--- config.mk ---
export PLATFORM = sky130hd
export DESIGN_NAME = hd_mem_arbiter
export DESIGN_NICKNAME = d
export VERILOG_FILES = /design/src/rtl/hd_mem_arbiter.sv
export SDC_FILE = /design/constraint.sdc
export NUM_CORES = 1
export LEC_CHECK = 0
export ABC_AREA = 0
export CAP_MARGIN = 20
export CORE_AREA = 2 2 110 112
export DETAILED_ROUTE_END_ITERATION = 8
export DIE_AREA = 0 0 112 114
export DONT_BUFFER_PORTS = 1
export SYNTH_ARGS = -nofsm -noshare
export SYNTH_HDL_FRONTEND = slang
export SYNTH_SLANG_ARGS = --single-unit
--- constraint.sdc ---
create_clock -name clk -period 1.9 [get_ports clk]
set_input_delay 0.19 -clock clk [delete_from_list [all_inputs] [get_ports clk]]
set_output_delay 0.19 -clock clk [all_outputs]
set_load 0.01 [all_outputs]
--- src/rtl/hd_mem_arbiter.sv ---
// Round-robin arbiter sharing one single-port synchronous RAM between NUM_REQ requesters.
// Clears the RAM after reset or on clear_start, then serves one command per cycle.
module hd_mem_arbiter #(
  parameter int unsigned NUM_REQ    = 4,
  parameter int unsigned DATA_WIDTH = 32,
  parameter int unsigned ADDR_WIDTH = 8,
  parameter int unsigned RAM_DEPTH  = 1 << ADDR_WIDTH
) (
  input  logic                             clk,
  input  logic                             reset,
  input  logic [NUM_REQ-1:0]               req_valid,
  input  logic [NUM_REQ-1:0]               req_we,
  input  logic [NUM_REQ*ADDR_WIDTH-1:0]    req_addr,
  input  logic [NUM_REQ*DATA_WIDTH-1:0]    req_wdata,
  output logic [NUM_REQ-1:0]               req_ready,
  output logic [NUM_REQ-1:0]               rsp_valid,
  output logic [DATA_WIDTH-1:0]            rsp_rdata,
  input  logic                             clear_start,
  output logic                             init_done,
  output logic [ADDR_WIDTH-1:0]            mem_address,
  output logic [DATA_WIDTH-1:0]            mem_data_in,
  output logic                             mem_cs,
  output logic                             mem_we,
  output logic                             mem_oe,
  input  logic [DATA_WIDTH-1:0]            mem_data_out
);

  localparam int unsigned IDX_W = (NUM_REQ > 1) ? $clog2(NUM_REQ) : 1;
  localparam int unsigned CNT_W = ADDR_WIDTH + 1;

  typedef enum logic {ST_CLEAR, ST_RUN} state_t;

  state_t                  state, state_next;
  logic [CNT_W-1:0]        clr_cnt;
  logic [IDX_W-1:0]        ptr;
  logic [IDX_W-1:0]        grant_idx;
  logic                    grant_found;
  logic                    accept;
  logic                    sel_we;
  logic [ADDR_WIDTH-1:0]   sel_addr;
  logic [DATA_WIDTH-1:0]   sel_wdata;
  logic                    s1_valid;
  logic [IDX_W-1:0]        s1_idx;

  // State register
  always_ff @(posedge clk) begin
    if (reset) state <= ST_CLEAR;
    else       state <= state_next;
  end

  // Next-state logic
  always_comb begin
    state_next = state;
    case (state)
      ST_CLEAR: if (clr_cnt == CNT_W'(RAM_DEPTH - 1)) state_next = ST_RUN;
      ST_RUN:   if (clear_start) state_next = ST_CLEAR;
      default:  state_next = ST_CLEAR;
    endcase
  end

  // Round-robin search starting just after the last winner
  always_comb begin
    int unsigned cand;
    grant_idx   = ptr;
    grant_found = 1'b0;
    cand        = 0;
    for (int unsigned i = 1; i <= NUM_REQ; i++) begin
      cand = (32'(ptr) + i) % NUM_REQ;
      if (!grant_found && req_valid[IDX_W'(cand)]) begin
        grant_found = 1'b1;
        grant_idx   = IDX_W'(cand);
      end
    end
  end

  // Output/grant logic; clear_start pre-empts any request in the same cycle
  always_comb begin
    req_ready = '0;
    accept    = 1'b0;
    sel_we    = req_we[grant_idx];
    sel_addr  = req_addr[32'(grant_idx) * ADDR_WIDTH +: ADDR_WIDTH];
    sel_wdata = req_wdata[32'(grant_idx) * DATA_WIDTH +: DATA_WIDTH];
    if (state == ST_RUN && !clear_start && grant_found) begin
      req_ready[grant_idx] = 1'b1;
      accept               = 1'b1;
    end
  end

  // RAM bus, clear counter, pointer and read-tag pipeline
  always_ff @(posedge clk) begin
    if (reset) begin
      clr_cnt     <= '0;
      ptr         <= IDX_W'(NUM_REQ - 1);
      mem_address <= '0;
      mem_data_in <= '0;
      mem_cs      <= 1'b0;
      mem_we      <= 1'b0;
      mem_oe      <= 1'b0;
      s1_valid    <= 1'b0;
      s1_idx      <= '0;
      rsp_valid   <= '0;
      init_done   <= 1'b0;
    end else begin
      mem_cs    <= 1'b0;
      mem_we    <= 1'b0;
      mem_oe    <= 1'b0;
      init_done <= (state_next == ST_RUN);
      s1_valid  <= accept && !sel_we;
      s1_idx    <= grant_idx;
      rsp_valid <= s1_valid ? (NUM_REQ'(1) << s1_idx) : '0;
      if (state == ST_CLEAR) begin
        mem_cs      <= 1'b1;
        mem_we      <= 1'b1;
        mem_address <= clr_cnt[ADDR_WIDTH-1:0];
        mem_data_in <= '0;
        clr_cnt     <= clr_cnt + CNT_W'(1);
      end else begin
        if (clear_start) clr_cnt <= '0;
        if (accept) begin
          mem_cs      <= 1'b1;
          mem_we      <= sel_we;
          mem_oe      <= !sel_we;
          mem_address <= sel_addr;
          mem_data_in <= sel_we ? sel_wdata : '0;
          ptr         <= grant_idx;
        end
      end
    end
  end

  // RAM drives zero when not reading, so passthrough is safe
  assign rsp_rdata = mem_data_out;

endmodule

* After elaboration in Yosys (flattened, before gate mapping)
Index checks and enable logic that the tools add are counted.
** Storage, ports and cells
- Bits in registers :: 62
- Output and inout bits :: 84
- Logic and storage cells :: 81
- Bits of input ports :: 203
** Operators by class
- Eq/ne operators :: 3
- Shift operators :: 3
- Bitwise operators :: 3
- Multiplexer cells :: 34
- Reduce and logical (&&, ||, !) cells :: 16
- Add/subtract/negate cells :: 5
- Magnitude comparators :: 6
** Operators with widths (count)
- $shiftx A128 B8 Y32 :: 1
- $mux W32 :: 1
- $shiftx A32 B6 Y8 :: 1
- $mux W9 :: 2
- $mux W1 :: 17
- $mux W8 :: 2
- $lt A2 B3 Y1 const B :: 5
- $bmux W1 S2 :: 5
- $add A9 B1 Y9 const B :: 1
- $eq A9 B8 Y1 const B :: 1
- $mux W2 :: 4
- $logic_and A1 B1 Y1 :: 7
- $logic_not A1 Y1 :: 5
- $add A2 B1 Y2 const B :: 2
- $add A2 B2 Y2 const B :: 2
- $mux W4 :: 1
- $reduce_or A2 Y1 :: 2
- $shl A1 B2 Y4 const A :: 1
- $not A1 Y1 :: 3
- $reduce_or A3 Y1 :: 1
- $demux W1 S2 :: 1
- $ge A2 B1 Y1 const B :: 1
- $ne A2 B1 Y1 const B :: 1
- $ne A2 B2 Y1 const B :: 1
- 2 further kinds :: 2

* Logic depth before layout (Yosys ltp)
- Word-level depth :: 18
- Gate-level depth with buffers :: 9
- Mapped depth without buffers :: 7

* Worst setup path before layout
Ideal clock, no wire load.
- Path kind :: register to register
- From :: register ptr[0]
- To :: register mem_data_in[22]
- Stages on the path, launching flop included :: 9
- Clock period less this slack :: 1.953 ns
- Buffers on the path :: 3
- Setup slack :: -0.053 ns
- Arrival :: 1.836 ns
- Library setup time :: 0.117 ns
- Required time :: 1.783 ns
- Cells stage by stage :: dfxtp_1 -> nand2b_1 -> a21o_1 -> and3_1 -> buf_6 -> buf_6 -> buf_6 -> mux4_2 -> a22o_1
** Between the ends
- Word-level cells in the longest chain between the ends :: 16
- Elaborated cells on any way between the ends :: 32
- Those cells by class :: add/sub (4); shift (1); mux (20); reduce/logical (7)
** Ends and longest elaborated chain
- from (decl) :: RTL line 35 : logic [IDX_W-1:0] ptr;
- from (signal assigned) :: RTL line 93 : ptr <= IDX_W'(NUM_REQ - 1);
- from (signal assigned) :: RTL line 125 : ptr <= grant_idx;
- parallel branches: the longest is 16 deep, another holds $add A2 B1 Y2
- to (signal assigned) :: RTL line 124 : mem_data_in <= sel_we ? sel_wdata : '0;
- to (decl) :: RTL line 21 : output logic [DATA_WIDTH-1:0] mem_data_in,
Parallel ways; which one is timed is not known. The select of a mux whose other input is x is not followed.
A chain may end at the register's enable or synchronous reset.

* Worst setup path in the final report
- From :: register ptr[0]
- To :: register mem_data_in[18]
Same word-level chain as after synthesis.

==> results.toml <==
[finish]
final_cell_area_um2 = 4160
finalNonFillerCells = 495
drive_above_1_share_pct = 28.9
nets = 546
syn_to_final_growth_pct = 16.7
nFillCells = 1195

[power_and_ir_drop]
switchingPower_uw = 774
seqPwrFrac_pct = 39.9
p_comb_share_pct = 11.9
power-per-cell-area_nw_per_um2 = 801
clkPwrFrac_pct = 48.2
power_mw = 3.33
internal-power_mw = 2.56
sw_frac_of_total_pct = 23.2
vdd_drop_max_mv = 0.470
p_leak_nw = 1.54

[floorplan]
rows = 40
initial_utilization_pct = 30.4
core_area_um2 = 11700
io-pin-count = 287
die_w_um = 112
die_area_um2 = 12800
die_h_um = 114

[timing]
period_share_pct = 102
slew_violations = 0
worst_hold_slack_ns = 0.0472
hold_viol = 0
fmax_mhz = 517
setup-violations-final = 17
final.setup_skew_ns = 0.00622
worstMarginPinSlew_ns = 0.555
fin_ws_ns = -0.0342
rsz0062_at_grt = "yes"
max-slew-margin-rel_pct = 62.9
period_minus_slack_ns = 1.93

[critical_path]
critPathMostFrequentCell = "buf_6"
critPathRequiredTime_ns = 2.12
start_kind = "flip-flop"
critical_path.max_fanout = 8
slowest_delay_ns = 0.50
critPathBufInv = 3
arrival_ns = 2.15
cpMaxStageDelayCell = "mux4_2"
worstSetupPathType = "reg -> reg"
path_cells = "nand2b_4, a21bo_1, and3_4, buf_6, buf_6, buf_12, mux4_2, a22o_1"
crit_family = "multiplexers"
endpoint_kind = "flip-flop"

[logic_synthesis]
synth.net_count = 562
async_reset_ff_share_pct = 0
ys.flop_type = "dfxtp_1"
ys_seq_elements = 62
yosysWarnings = 0
synth_cells = 357
mappedNetlistArea_um2 = 3560
yosysTopAreaCellShare_pct = 34.8
ys_top_cells_by_count = "dfxtp_1 (62), nand2_1 (44), a22o_1 (32), buf_4 (32), mux4_2 (32)"
synth_cell_types = 45
synth_area_leader_cell = "dfxtp_1"
synth_edf_count = 0
syn_area_per_cell_um2 = 9.98
yosysSeqAreaShare_pct = 34.8
yosys-top-cells-area = "dfxtp_1 (35%), mux4_2 (20%), a22o_1 (7.9%)"
yosysMostFrequentCell = "dfxtp_1"

[placement]
dp_cells = 465
io_buffers = 0
place_area_um2 = 3630
hpwlAfterDp_um = 8610
gp_congestion = 0.942

[clock_network]
cts-buffers-inserted = 9
cts_sinks = 62
clock_latency_ns = 0.33
clockBufferDepth = 2
cts_tree = "built"
root_buffer = "clkbuf_16"
htreeDepth = 3
path_clk_slew_ns = 0.05

[route]
drt-total-wl_um = 11200
drt.antenna.violating_nets = 0
viasPerCell = 5.57
drcViolationCount = 0
wl_per_cell_um = 22.6
vias = 2759
drt_pass1_iterations = 4
drt_iter0_drc = 139

[run_status]
outcome = "complete, but fails checks"
violations = "negative setup slack"

[min_path]
hp-class = "in -> reg"

[global_routing]
grt_max_degree = 33
grt_pass1_vias = 2883
grt_usage_pct = 17.2
grt_pass1_wl_um = 16400
overflow = 0
antenna_found_initial = 2

[flow_run]
drv_cap = 0
-- registers in the layout, summed over array words and instances (netlist names) --
name,flops
mem_data_in,32
s1_idx,2
mem_oe,1
mem_address,8
clr_cnt,9
s1_valid,1
rsp_valid,4
init_done,1
mem_cs,1
mem_we,1
ptr,2
-- cell type report --
class	instances	area (µm²)	area share (%)
inverters	12	45.0	1.08
diodes	2	5.00	0.120
multi-input cells	223	2020	48.5
flip-flops and latches	62	1240	29.9
well taps	147	184	4.42
clock buffers	9	225	5.42
repair buffers	33	377	9.06
clock inverters	7	65.1	1.56
-- per-layer routing --
metal	track usage (%)	up-vias	wire (µm)	part of all wire, %
li1	-	1259	-	-
met1	17.4	1307	3940	35
met2	30.8	164	5780	52
met3	6.75	29	1140	10
met4	9.11	0	333	3.0
met5	0	-	0	0
-- power by group through the flow --
stage	Combinational, mW	Sequential [mW]	Clock, mW
final	0.397	1.33	1.60
after global routing	0.428	1.33	1.70
after CTS	0.380	1.33	1.65
after detailed placement	0.337	1.36	0
after global placement	0.331	1.36	0
after floorplan	0.355	1.35	0
-- path summary, 6_finish.rpt --
path	from	cells past startpoint	end	slack, ns
worst max-delay path	ptr[0]	8	mem_data_in[18]	-0.03
worst min-delay path	reset	3	rsp_valid[2]	0.05
worst max register to register	ptr[0]	8	mem_data_in[18]	-0.03
worst min register to register	s1_idx[1]	2	rsp_valid[2]	0.46
-- layout by cell type (no fill, tap or decap), types with 2 or more instances in the layout --
cell	instances
a31oi_1	2
clkinvlp_4	2
and3_1	2
a22o_1	32
dfxtp_1	61
nand4_1	2
nand2b_4	3
nor2_1	14
clkbuf_16	10
buf_6	7
nand2b_1	4
a211oi_4	2
mux4_2	32
nand3_1	8
o211ai_1	4
diode_2	2
nor2_4	5
o31a_1	6
mux2i_1	2
buf_4	17
a21oi_1	21
nor2b_1	3
buf_12	6
ha_1	2
inv_1	12
or2_1	2
clkinv_2	4
nand2_1	43
o21ai_0	8
o211a_1	2
or3_1	2
-- worst register-to-register path, cell delays in order, from the launching register on --
cell and delay [ns]:
dfxtp_2 0.33, nand2b_4 0.12, a21bo_1 0.13, and3_4 0.21
buf_6 0.11, buf_6 0.10, buf_12 0.13, mux4_2 0.50
a22o_1 0.19
-- cell families after synthesis --
family | count (synthesis) | share of synthesized area, %
muxes | 34 | 20.8
DFF | 62 | 34.8
buffers and inverters | 72 | 12.0
AOI/OAI and AO/OA | 91 | 19.2
adders and majority gates | 2 | 0.702
and+or+nand+nor | 96 | 12.5
-- through the flow --
stage          setup slack, ns  setup TNS (ns)  util (%)
2_1_floorplan          0.00843               0         -
3_3_place_gp           -0.0438          -0.146      31.0
3_5_place_dp           -0.0759           -1.24      31.0
4_1_cts                -0.0706           -1.52      34.7
5_1_grt                 -0.126           -2.41      35.5
6_report               -0.0342          -0.388      35.5
-- timing repair --
item / 4_1_cts / 5_1_grt
cloned: 1 / 1
pin swaps: 8 / 8
endpoints found under the setup margin: 39 / 44
hold buffers: 1 / 0
setup buffers: 8 / 3
hold endpoints to repair: 12 / 0
gates resized for setup: 17 / 11
Power figures use the tool's default switching activity.
==> edit (config.mk and constraints unchanged) <==
`ADDR_WIDTH`: 8 -> 6.
--- a/src/rtl/hd_mem_arbiter.sv
+++ b/src/rtl/hd_mem_arbiter.sv
@@ -3,7 +3,7 @@
 module hd_mem_arbiter #(
   parameter int unsigned NUM_REQ    = 4,
   parameter int unsigned DATA_WIDTH = 32,
-  parameter int unsigned ADDR_WIDTH = 8,
+  parameter int unsigned ADDR_WIDTH = 6,
   parameter int unsigned RAM_DEPTH  = 1 << ADDR_WIDTH
 ) (
   input  logic                             clk,
Ports: changed (resized mem_address and req_addr); port bits go from 287 to 277. No check against the original RTL was run, so the function may have changed too.
==> edit against the unedited design <==
  * Clock power about the same
  * Non-clock buffer count up 1
  * Design area up 5.7%
  * Worst setup slack worse by 0.016 ns
  * Sequential cell count down 4
  * The run still ends with negative setup slack left
  * Routed wire length up 23%
  * Power down 1.2%
  * Critical path type is now flop to output pin
  * Synthesized area up 9.1%
==> edit: results (changes against the unedited design) <==
* Placed wire-length estimate at 9466 µm (+10%)
* M2 GR Usage at 34.87% (+4.0 points)
* Non-clk bufs at 34 (+3.0%)
* Biggest regs: mem_data_in: 32 flops, clr_cnt: 7 flops, mem_address: 6 flops
* Drt wl/cell at 23.01 µm (+1.8%)
* GRT met3 Usage at 7.386% (+0.64 points)
* Vias post-DR at 3,940 (+43%)
* Share of cells above drive strength 1 at 14.44% (-14 points)
* NonClk Buf Share at 9.875% (+0.82 points)
* Leak Pwr at 1.502 nW (-2.2%)
* Layout net count at 642 (+18%)
* Post-cts sizing count at 12 (-5)
* Worst slack at placement at 0.001861 ns (+0.07778 ns)
* RR Endpoint: mem_address[3]
* M1 wire length at 5255 µm (+33%)
* Synthesized area per cell at 7.869 µm² (-21%)
* Failing checks: negative setup slack
* ANT cells at 0 (-2)
* Status: complete, but fails checks
* Fillers at 1,210 (+1.3%)
* Ranking of synthesized cells by area: dfxtp_1, o211ai_1, nand4_1
* Met3 routed WL at 1370 µm (+21%)
* Final setup margin at -0.04988 ns (-0.01563 ns)
* Final Hold Slack at 0.04245 ns (-0.004775 ns)
* Slowest stage delay, CP at 0.40 ns (-0.10 ns)
* Critical path peak fanout at 3 (-5)
* Met2 Routed Length at 6788 µm (+18%)
* First DRT Iteration DRCs at 253 (+82%)
* R2r setup slk at 0.06 ns (+0.09 ns)
* Setup violations, final at 1 (-16)
* Cell family with most CP delay: compound AO/OA/AOI/OAI gates
* Setup Fix Bufs, Post-CTS at 4 (-4)
* Multi-input gate count at 340 (+52%)
* Actual slew at the worst max-slew pin at 0.7185 ns (+0.1639 ns)
* Slowest cell on crit path: a221o_1
* Mapped Nets at 690 (+23%)
* FF+latch count at 58 (-6.5%)
* CLK BUF at 13 (+4)
* Sequential share of cell area at 26.52% (-3.4 points)
==> edit: cell count changes after synthesis, sizes merged, moves of 9 or more <==
cell / delta
o211ai: +61
inv: -9
buf: +13
nand4: +62
a21oi: -17
nand2: +25
a22o: -32
a32o: +32
mux4: -32
clkbuf: +20
==> edit: power groups by stage <==
stage	Clock (mW)	Combinational, mW	Sequential (mW)
after floorplan	0	0.398	1.27
after global placement	0	0.379	1.27
after detailed placement	0	0.392	1.27
after CTS	1.63	0.433	1.24
after global routing	1.69	0.494	1.24
final	1.60	0.446	1.24
==> edit: logic make-up (layout without fill, tap and decap cells) <==
logic type | Yosys count | in the layout | share of synthesized area, %
compound gates | 136 | 136 | 28.39
buf+inv | 96 | 52 | 13.26
flops | 58 | 58 | 29.87
fa+ha+maj | 1 | 1 | 0.3218
simple gates | 193 | 193 | 25.59
mux | 10 | 10 | 2.575
